$ cat config.mk
export PLATFORM = sky130hd
export DESIGN_NAME = mem_port_arbiter
export DESIGN_NICKNAME = d
export VERILOG_FILES = /design/src/rtl/mem_arb_pkg.sv /design/src/rtl/rr_arb2.sv /design/src/rtl/mem_port_arbiter.sv
export SDC_FILE = /design/constraint.sdc
export NUM_CORES = 1
export LEC_CHECK = 0
export ABC_CLOCK_PERIOD_IN_PS = 2950
export CORE_MARGIN = 3
export CORE_UTILIZATION = 38
export DETAILED_ROUTE_END_ITERATION = 7
export PLACE_DENSITY = 0.82
export SYNTH_ARGS = -nofsm -noshare
export SYNTH_HDL_FRONTEND = slang
export SYNTH_HIERARCHICAL = 1
export SYNTH_SLANG_ARGS = --single-unit
$ cat constraint.sdc
create_clock -name clk_i -period 2.95 [get_ports clk_i]
set_input_delay 0.4425 -clock clk_i [delete_from_list [all_inputs] [get_ports clk_i]]
set_output_delay 0.4425 -clock clk_i [all_outputs]
set_load 0.05 [all_outputs]
$ cat src/rtl/mem_arb_pkg.sv
// mem_arb_pkg
// Shared definitions for the unified program/data RAM port arbiter:
// FSM state encoding, grant encoding, datapath widths and the
// address range check used by both request ports.
package mem_arb_pkg;

    localparam int DATA_W = 32;
    localparam int INST_W = 64;

    typedef enum logic [1:0] {
        IDLE  = 2'd0,
        I_HI  = 2'd1,
        I_CAP = 2'd2,
        D_CAP = 2'd3
    } arb_state_e;

    typedef enum logic {
        GNT_I = 1'b0,
        GNT_D = 1'b1
    } grant_e;

    // True when a byte address lies at or above 4<<aw, i.e. outside the RAM.
    function automatic logic addr_out_of_range(input logic [31:0] addr, input int aw);
        return ((addr >> (aw + 2)) != 32'd0);
    endfunction

endpackage

$ cat src/rtl/rr_arb2.sv
// rr_arb2
// Two-requester round-robin arbiter. When both ports request, the one
// that was not granted last wins. The last-grant memory resets to the
// fetch port, so the first conflict after reset goes to the data port.
// Ports:
//   clk_i, rstn_i   clock, asynchronous active-low reset
//   req_fetch_i     fetch port request (already qualified by the caller)
//   req_data_i      data port request (already qualified by the caller)
//   update_i        a grant is being taken this cycle; remember its winner
//   gnt_valid_o     some request is granted
//   gnt_sel_o       which port is granted (meaningful with gnt_valid_o)
module rr_arb2
    import mem_arb_pkg::*;
(
    input  logic   clk_i,
    input  logic   rstn_i,
    input  logic   req_fetch_i,
    input  logic   req_data_i,
    input  logic   update_i,
    output logic   gnt_valid_o,
    output grant_e gnt_sel_o
);

    grant_e r_last_grant;

    always_comb begin
        gnt_valid_o = req_fetch_i | req_data_i;
        gnt_sel_o   = GNT_I;
        if (req_fetch_i && req_data_i) begin
            gnt_sel_o = (r_last_grant == GNT_I) ? GNT_D : GNT_I;
        end else if (req_data_i) begin
            gnt_sel_o = GNT_D;
        end
    end

    always_ff @(posedge clk_i or negedge rstn_i) begin
        if (!rstn_i) begin
            r_last_grant <= GNT_I;
        end else if (update_i) begin
            r_last_grant <= gnt_sel_o;
        end
    end

endmodule

$ cat src/rtl/mem_port_arbiter.sv
// mem_port_arbiter
// Shares one single-port, 32-bit, synchronous-read RAM between the core's
// instruction-fetch port and data port. Requests are arbitrated
// round-robin; a 64-bit fetch is sequenced as two RAM beats.
// Ports:
//   clk_i, rstn_i        clock, asynchronous active-low reset
//   mem_i_*              fetch request (rd, pc), accept, response (valid, error, inst)
//   mem_d_*              data request (addr, data_wr, rd, wr, req_tag), accept,
//                        response (ack, error, data_rd, resp_tag)
//   ram_*                RAM strobe, byte enables, word address, write/read data
// Latency from accept in cycle T: write ack T+1, read ack T+2,
// fetch valid T+3, any error response T+1.
module mem_port_arbiter
    import mem_arb_pkg::*;
#(
    parameter int RAM_AW = 15,
    parameter int TAG_W  = 11
) (
    input  logic              clk_i,
    input  logic              rstn_i,
    input  logic              mem_i_rd_i,
    input  logic [31:0]       mem_i_pc_i,
    output logic              mem_i_accept_o,
    output logic              mem_i_valid_o,
    output logic              mem_i_error_o,
    output logic [INST_W-1:0] mem_i_inst_o,
    input  logic [31:0]       mem_d_addr_i,
    input  logic [DATA_W-1:0] mem_d_data_wr_i,
    input  logic              mem_d_rd_i,
    input  logic [3:0]        mem_d_wr_i,
    input  logic [TAG_W-1:0]  mem_d_req_tag_i,
    output logic              mem_d_accept_o,
    output logic              mem_d_ack_o,
    output logic              mem_d_error_o,
    output logic [DATA_W-1:0] mem_d_data_rd_o,
    output logic [TAG_W-1:0]  mem_d_resp_tag_o,
    output logic              ram_en_o,
    output logic [3:0]        ram_we_o,
    output logic [RAM_AW-1:0] ram_addr_o,
    output logic [DATA_W-1:0] ram_wdata_o,
    input  logic [DATA_W-1:0] ram_rdata_i
);

    arb_state_e r_state;
    arb_state_e w_state_next;

    logic [RAM_AW-1:0] r_fetch_addr;
    logic [DATA_W-1:0] r_inst_lo;
    logic [TAG_W-1:0]  r_d_tag_pend;

    logic              r_i_valid;
    logic              r_i_error;
    logic [INST_W-1:0] r_inst;
    logic              r_d_ack;
    logic              r_d_error;
    logic [DATA_W-1:0] r_d_rdata;
    logic [TAG_W-1:0]  r_d_tag;

    logic   w_idle;
    logic   w_req_i;
    logic   w_req_d;
    logic   w_d_is_wr;
    logic   w_i_err;
    logic   w_d_err;
    logic   w_gnt_valid;
    grant_e w_gnt_sel;
    logic   w_acc_i;
    logic   w_acc_d;

    // Requests are only eligible in IDLE. Gating with rstn_i keeps the
    // accept and RAM strobes low while reset is held, even if requests are.
    assign w_idle    = (r_state == IDLE) && rstn_i;
    assign w_d_is_wr = |mem_d_wr_i;
    assign w_req_i   = w_idle && mem_i_rd_i;
    assign w_req_d   = w_idle && (mem_d_rd_i || w_d_is_wr);

    // Fetches must be 8-byte aligned so the high word never crosses the top.
    assign w_i_err = (|mem_i_pc_i[2:0]) || addr_out_of_range(mem_i_pc_i, RAM_AW);
    assign w_d_err = addr_out_of_range(mem_d_addr_i, RAM_AW);

    rr_arb2 u_rr_arb2 (
        .clk_i       (clk_i),
        .rstn_i      (rstn_i),
        .req_fetch_i (w_req_i),
        .req_data_i  (w_req_d),
        .update_i    (w_gnt_valid),
        .gnt_valid_o (w_gnt_valid),
        .gnt_sel_o   (w_gnt_sel)
    );

    assign w_acc_i = w_gnt_valid && (w_gnt_sel == GNT_I);
    assign w_acc_d = w_gnt_valid && (w_gnt_sel == GNT_D);

    assign mem_i_accept_o = w_acc_i;
    assign mem_d_accept_o = w_acc_d;

    always_comb begin
        w_state_next = r_state;
        ram_en_o     = 1'b0;
        ram_we_o     = 4'b0000;
        ram_addr_o   = '0;
        ram_wdata_o  = '0;
        case (r_state)
            IDLE: begin
                if (w_acc_d && !w_d_err) begin
                    ram_en_o   = 1'b1;
                    ram_addr_o = mem_d_addr_i[RAM_AW+1:2];
                    if (w_d_is_wr) begin
                        // Writes complete in the grant cycle; stay in IDLE.
                        ram_we_o    = mem_d_wr_i;
                        ram_wdata_o = mem_d_data_wr_i;
                    end else begin
                        w_state_next = D_CAP;
                    end
                end else if (w_acc_i && !w_i_err) begin
                    ram_en_o     = 1'b1;
                    ram_addr_o   = mem_i_pc_i[RAM_AW+1:2];
                    w_state_next = I_HI;
                end
            end
            I_HI: begin
                // Low word arrives now; issue the read of the high word.
                ram_en_o     = 1'b1;
                ram_addr_o   = r_fetch_addr + RAM_AW'(1);
                w_state_next = I_CAP;
            end
            I_CAP: w_state_next = IDLE;
            D_CAP: w_state_next = IDLE;
            default: w_state_next = IDLE;
        endcase
    end

    always_ff @(posedge clk_i or negedge rstn_i) begin
        if (!rstn_i) begin
            r_state      <= IDLE;
            r_fetch_addr <= '0;
            r_inst_lo    <= '0;
            r_d_tag_pend <= '0;
            r_i_valid    <= 1'b0;
            r_i_error    <= 1'b0;
            r_inst       <= '0;
            r_d_ack      <= 1'b0;
            r_d_error    <= 1'b0;
            r_d_rdata    <= '0;
            r_d_tag      <= '0;
        end else begin
            r_state   <= w_state_next;
            // Response strobes are single-cycle pulses; payloads hold.
            r_i_valid <= 1'b0;
            r_d_ack   <= 1'b0;
            case (r_state)
                IDLE: begin
                    if (w_acc_d) begin
                        if (w_d_err || w_d_is_wr) begin
                            r_d_ack   <= 1'b1;
                            r_d_error <= w_d_err;
                            r_d_rdata <= '0;
                            r_d_tag   <= mem_d_req_tag_i;
                        end else begin
                            r_d_tag_pend <= mem_d_req_tag_i;
                        end
                    end else if (w_acc_i) begin
                        if (w_i_err) begin
                            r_i_valid <= 1'b1;
                            r_i_error <= 1'b1;
                            r_inst    <= '0;
                        end else begin
                            r_fetch_addr <= mem_i_pc_i[RAM_AW+1:2];
                        end
                    end
                end
                I_HI: begin
                    r_inst_lo <= ram_rdata_i;
                end
                I_CAP: begin
                    r_i_valid <= 1'b1;
                    r_i_error <= 1'b0;
                    r_inst    <= {ram_rdata_i, r_inst_lo};
                end
                D_CAP: begin
                    r_d_ack   <= 1'b1;
                    r_d_error <= 1'b0;
                    r_d_rdata <= ram_rdata_i;
                    r_d_tag   <= r_d_tag_pend;
                end
                default: ;
            endcase
        end
    end

    assign mem_i_valid_o    = r_i_valid;
    assign mem_i_error_o    = r_i_error;
    assign mem_i_inst_o     = r_inst;
    assign mem_d_ack_o      = r_d_ack;
    assign mem_d_error_o    = r_d_error;
    assign mem_d_data_rd_o  = r_d_rdata;
    assign mem_d_resp_tag_o = r_d_tag;

endmodule

[Yosys cells after proc, flatten, opt, wreduce, memory -nomap -nowiden]
Index checks and enable logic that the tools add are counted.
Storage, ports and cells
  bits in registers: 172
Cells by class
  add/subtract/negate cells: 1
  equal/unequal tests: 10
  mux-type cells: 43
  bitwise logic cells: 5
  reductions and logical operators: 26
Operators by type and width (number)
  64-bit two-way mux: 3
  32-bit two-way mux: 5
  64-bit one-hot mux with 2 select lines: 1
  32-bit one-hot mux with 2 select lines: 1
  32-bit nonzero test: 2
  15-bit two-way mux: 2
  15-bit one-hot mux with 2 select lines: 1
  11-bit two-way mux: 2
  11-bit one-hot mux with 2 select lines: 1
  15-bit by 1-bit adder with 15-bit output, second input constant: 1
  1-bit two-way mux: 15
  4-bit two-way mux: 3
  1-bit one-hot mux with 2 select lines: 5
  1-bit logical AND: 8
  2-bit != test, second input constant: 4
  4-bit AND reduction: 2
  2-bit two-way mux: 3
  2-bit one-hot mux with 3 select lines: 1
  3-bit AND reduction: 2
  2-bit equality test, second input constant: 2
  1-bit NOT: 4
  2-bit nonzero test: 2
  4-bit OR reduction: 1
  1-bit logical OR: 3
  10 further kinds: 11

[Depth between registers and ports, before layout]
  depth after elaboration: 11
  depth in mapped cells: 12
  gate-level depth less buffers: 10

[By module]
The synthesis kept the hierarchy.
Modules (own cells, without submodules)
  mem_port_arbiter: instances 1, cells each 572, area each 7270.7 um^2, sequential area each 4279.1 um^2
  rr_arb2: instances 1, cells each 4, area each 57.6 um^2, sequential area each 25.0 um^2

[Least setup slack after synthesis]
Ideal clock, no wire load.
  kind: input to output
  start point: input mem_d_wr_i[0]
  end point: output ram_addr_o[14]
  arrival time: 2935 ps
  required time: 2508 ps
  slack: -427 ps
  stages: 10
  path through: or4_4 -> o211a_1 -> a21boi_2 -> nand2b_1 -> inv_2 -> nand2_1 -> nor3_1 -> buf_2 -> a22oi_1 -> o21ai_1
Between the ends
  longest elaborated chain between the ends: 11
Ends and longest elaborated chain
  start, declared: line mem_port_arbiter.sv:30  | input logic [3:0] mem_d_wr_i,
  4-bit OR reduction (*): line mem_port_arbiter.sv:73  | assign w_d_is_wr = |mem_d_wr_i;
  1-bit logical OR (*): line mem_port_arbiter.sv:75  | assign w_req_d = w_idle && (mem_d_rd_i || w_d_is_wr);
  1-bit logical AND (*): line mem_port_arbiter.sv:75
  net w_req_d: line mem_port_arbiter.sv:61  | logic w_req_d;
  1-bit two-way mux or 1-bit logical AND (tied branches): line rr_arb2.sv:31, rr_arb2.sv:29
  1-bit two-way mux (*): line rr_arb2.sv:29  | if (req_fetch_i && req_data_i) begin
  net w_gnt_sel: line mem_port_arbiter.sv:66  | grant_e w_gnt_sel;
  1-bit NOT (*): line mem_port_arbiter.sv:91  | assign w_acc_i = w_gnt_valid && (w_gnt_sel == GNT_I);
  1-bit logical AND (*): line mem_port_arbiter.sv:91
  net mem_i_accept_o: line mem_port_arbiter.sv:23  | output logic mem_i_accept_o,
  1-bit logical AND (*): line mem_port_arbiter.sv:115  | end else if (w_acc_i && !w_i_err) begin
  15-bit two-way mux (*): line mem_port_arbiter.sv:115
  15-bit two-way mux (*): line mem_port_arbiter.sv:105  | if (w_acc_d && !w_d_err) begin
  15-bit one-hot mux with 2 select lines (*): line mem_port_arbiter.sv:103  | case (r_state)
  end, declared: line mem_port_arbiter.sv:39  | output logic [RAM_AW-1:0] ram_addr_o,
The timed path passes the listed nets; every way through them passes the cells marked *.

[Final worst setup path]
  start point: input mem_d_wr_i[3]
  end point: output ram_addr_o[13]
Between the ends
  longest elaborated chain between the ends: 11
Ends and longest elaborated chain (line)
  4-bit OR reduction (*): mem_port_arbiter.sv:73
  1-bit logical OR (*): mem_port_arbiter.sv:75
  1-bit logical AND (*): mem_port_arbiter.sv:75
  net w_req_d: mem_port_arbiter.sv:61
  1-bit two-way mux or 1-bit logical AND (tied branches): rr_arb2.sv:31, rr_arb2.sv:29
  1-bit two-way mux (*): rr_arb2.sv:29
  net w_gnt_sel: mem_port_arbiter.sv:66
  1-bit NOT: mem_port_arbiter.sv:91
  1-bit logical AND: mem_port_arbiter.sv:91
  1-bit logical AND: mem_port_arbiter.sv:115
  15-bit two-way mux: mem_port_arbiter.sv:115
  15-bit two-way mux (*): mem_port_arbiter.sv:105
  15-bit one-hot mux with 2 select lines (*): mem_port_arbiter.sv:103
Marks and branches as above.

==> results.json <==
{
  "max_cap_violations": 0,
  "rsz0062_at_grt": "true",
  "core_area_mm2": 0.0188,
  "synth_fp_nets": 728,
  "grt_pass1_wl_mm": 34.5,
  "yosysWarnings": 6,
  "nets": 1081,
  "ys_types": 47,
  "tightest_slew_ns": 0.941,
  "fin_crit_sh_pct": 107,
  "hold_violations": 0,
  "cpPeakStageDelay_ns": 0.56,
  "crit_fanout": 5,
  "synth_top_family_by_area": "compound AO/OA/AOI/OAI gates",
  "slowest_stage": "or4_4",
  "clkTransAtPathRegs_ns": 0.07,
  "netlist_instances": 576,
  "drive_above_1_share_pct": 30.0,
  "synthMuxAreaShare_pct": 9.24,
  "ys_seq_area_share_pct": 58.7,
  "skew_ns": 0.00931,
  "reg2reg_depth": 12,
  "synth_xor_area_share_pct": 1.55,
  "netlist_area_mm2": 0.00733,
  "worstPathCellList": "buf_6, or4_4, o211a_1, a21boi_4, nand2b_4, inv_8, nand2_4, nor3_4, buf_12, buf_12, nand2_4, o211ai_1, clkbuf_16",
  "row_count": 50,
  "routedWlPerCell_um": 20.5,
  "grt_usage_pct": 21.1,
  "start_kind": "input port",
  "start_util_pct": 38.9,
  "initialDrtViolationCount": 305,
  "violations": "negative setup slack",
  "period_minus_slack_ns": 3.16,
  "antenna_found_initial": 0,
  "reg2reg_from": "r_state[0]$_DFFE_PN0P_",
  "synth_compound_area_share_pct": 16.1,
  "maxSlewHeadroom_pct": 37.2,
  "io_buffers": 309,
  "synthTopCellsByArea": "dfrtp_1, a22o_1, mux2_2, and2_1, mux2_1",
  "vias_per_cell": 5.21,
  "netlist_top_cells_count": "dfrtp_1, a22o_1, and2_1, mux2_2, nand2_1",
  "design_area_mm2": 0.0128,
  "synth_edf_count": 0,
  "grt_overflow_total": 0,
  "path_class": "input port to output port",
  "fin_util_pct": 67.8,
  "outcome": "finished with violations",
  "dp_hpwl_mm": 16.2,
  "arrival_ns": 2.72,
  "vdd_drop_max_v": 0.000370,
  "cts_buffer_depth": 2,
  "p_leak_uw": 0.00575,
  "cp.required_ns": 2.51,
  "dominantRegCellSynth": "dfrtp_1",
  "gp_congestion": 0.897,
  "ys_ff_latch": 172,
  "die_w_um": 145,
  "vias": 6257,
  "ant_nets": 0,
  "hold_path_class": "input port to asynchronous set/reset pin",
  "clk_latency_ns": 0.42,
  "synthAdderAreaFrac_pct": 0.854,
  "first_pass_iters": 5,
  "setup_viol": 32,
  "whs_ns": 0.198,
  "wl_mm": 24.6,
  "grt_pass1_vias": 6077,
  "synth_top_area_share_pct": 58.7,
  "die_h_um": 145,
  "worstReg2RegEnd": "mem_d_data_rd_o[12]$_DFFE_PN0P_",
  "diodes": 0,
  "drc": 0,
  "clock_sinks": 172,
  "cts_tree": "yes",
  "yosys.area_share.simple_pct": 9.24,
  "fmax_mhz": 316,
  "cts_hold_buf": 0,
  "crit_path_end_kind": "output port",
  "worstSetupStartpoint": "mem_d_wr_i[3]",
  "fp.dieArea_mm2": 0.0210,
  "placed_cell_area_mm2": 0.0116,
  "fin_ws_ns": -0.211,
  "finalSetupTns_ns": -2.56,
  "async_reset_ff_share_pct": 100,
  "syn_avg_cell_area_um2": 12.7,
  "synth_largest_area_cell": "dfrtp_1",
  "dpl_worst_slack_ns": -0.513,
  "yosysMostFrequentCell": "dfrtp_1",
  "n_fill_cell": 1269,
  "slew_violations": 0,
  "top_level_ports": 312,
  "syn_to_final_growth_pct": 74.2,
  "root_buffer": "clkbuf_16",
  "grt_max_degree": 173,
  "r2r_slack_ns": 0.49,
  "endpoint": "ram_addr_o[13]",
  "cts-htree-levels": 4,
  "cts_buffers": 17,
  "p_per_area_mw_per_mm2": 415
}
critical path: cells and delay by family:
| kind | cells | cell delay (ns) |
|---|---|---|
| and+or+nand+nor | 5 | 1.07 |
| AOI/OAI and AO/OA | 3 | 0.53 |
| buffers and inverters | 5 | 0.66 |
state kept, by name, indices dropped and copies added (netlist names):
| signal | count |
|---|---|
| mem_d_error_o | 1 |
| mem_i_valid_o | 1 |
| r_d_tag_pend | 11 |
| mem_i_error_o | 1 |
| mem_i_inst_o | 64 |
| mem_d_resp_tag_o | 11 |
| r_inst_lo | 32 |
| mem_d_ack_o | 1 |
| mem_d_data_rd_o | 32 |
| r_state | 2 |
| r_fetch_addr | 15 |
| u_rr_arb2/r_last_grant | 1 |
placed cells by master, fill, tap and decap left out, types with 11 or more instances in the layout:
cell,count
clkdlybuf4s50_1,250
buf_12,65
mux2_2,34
mux2i_1,11
dfrtp_1,172
clkbuf_16,20
buf_4,40
buf_6,12
mux2_1,15
and2_4,36
nand3_1,21
o21ai_1,19
a22o_1,97
nand2_4,15
inv_1,13
metrics by stage:
step	power (uW)	cells
floorplan	2690	576
global placement	3060	1145
detailed placement	3070	1145
CTS	5330	1189
global route	5470	1202
finish	5290	1202
repair_timing:
item                                    4_1_cts  5_1_grt
endpoints found under the setup margin       52       52
resized for setup                            48       75
pin swaps                                    12       44
cloned                                        3        3
buffers inserted                              9       15
worst min-delay path by stage:
stage / from / to / slack (ns) / depth (start not counted)
6_report: rstn_i / r_fetch_addr[9]$_DFFE_PN0P_ / 0.20 / 2
5_1_grt: rstn_i / mem_i_inst_o[34]$_DFFE_PN0P_ / 0.31 / 2
4_1_cts: rstn_i / mem_i_valid_o$_DFF_PN0_ / 0.28 / 2
3_5_place_dp: r_inst_lo[7]$_DFFE_PN0P_ / mem_i_inst_o[7]$_DFFE_PN0P_ / 0.47 / 1
3_3_place_gp: r_d_tag_pend[7]$_DFFE_PN0P_ / r_d_tag_pend[7]$_DFFE_PN0P_ / 0.47 / 1
2_1_floorplan: rstn_i / mem_d_ack_o$_DFF_PN0_ / 0.15 / 0
area by class of cell:
class	instances	area, um2	share of cell area (%)
Tap cell	260	325	2.55
Timing Repair Buffer	374	4370	34.3
Sequential cell	172	4300	33.7
Clock inverter	14	161	1.26
Inverter	18	75.1	0.588
Clock buffer	18	429	3.36
Multi-Input combinational cell	346	3100	24.3
cell families after synthesis:
kind of cell	count (synthesis)
fa+ha+maj	5
mux	61
buf+inv	58
xor+xnor	13
flops	172
simple gates	120
compound gates	147
per-layer routing:
metal | vias to the layer above | routed length, um | global-route usage, %
li1 | 2817 | - | -
met1 | 3163 | 10000 | 28.8
met2 | 248 | 12700 | 34.5
met3 | 29 | 1710 | 4.90
met4 | 0 | 278 | 4.76
met5 | - | 0 | 0
power by group:
part	switching (uW)	internal (uW)	total [uW]
logic	335	297	632
registers	24.0	2390	2420
clock network	971	1270	2240
total	1330	3960	5290
Power figures use the tool's default switching activity.
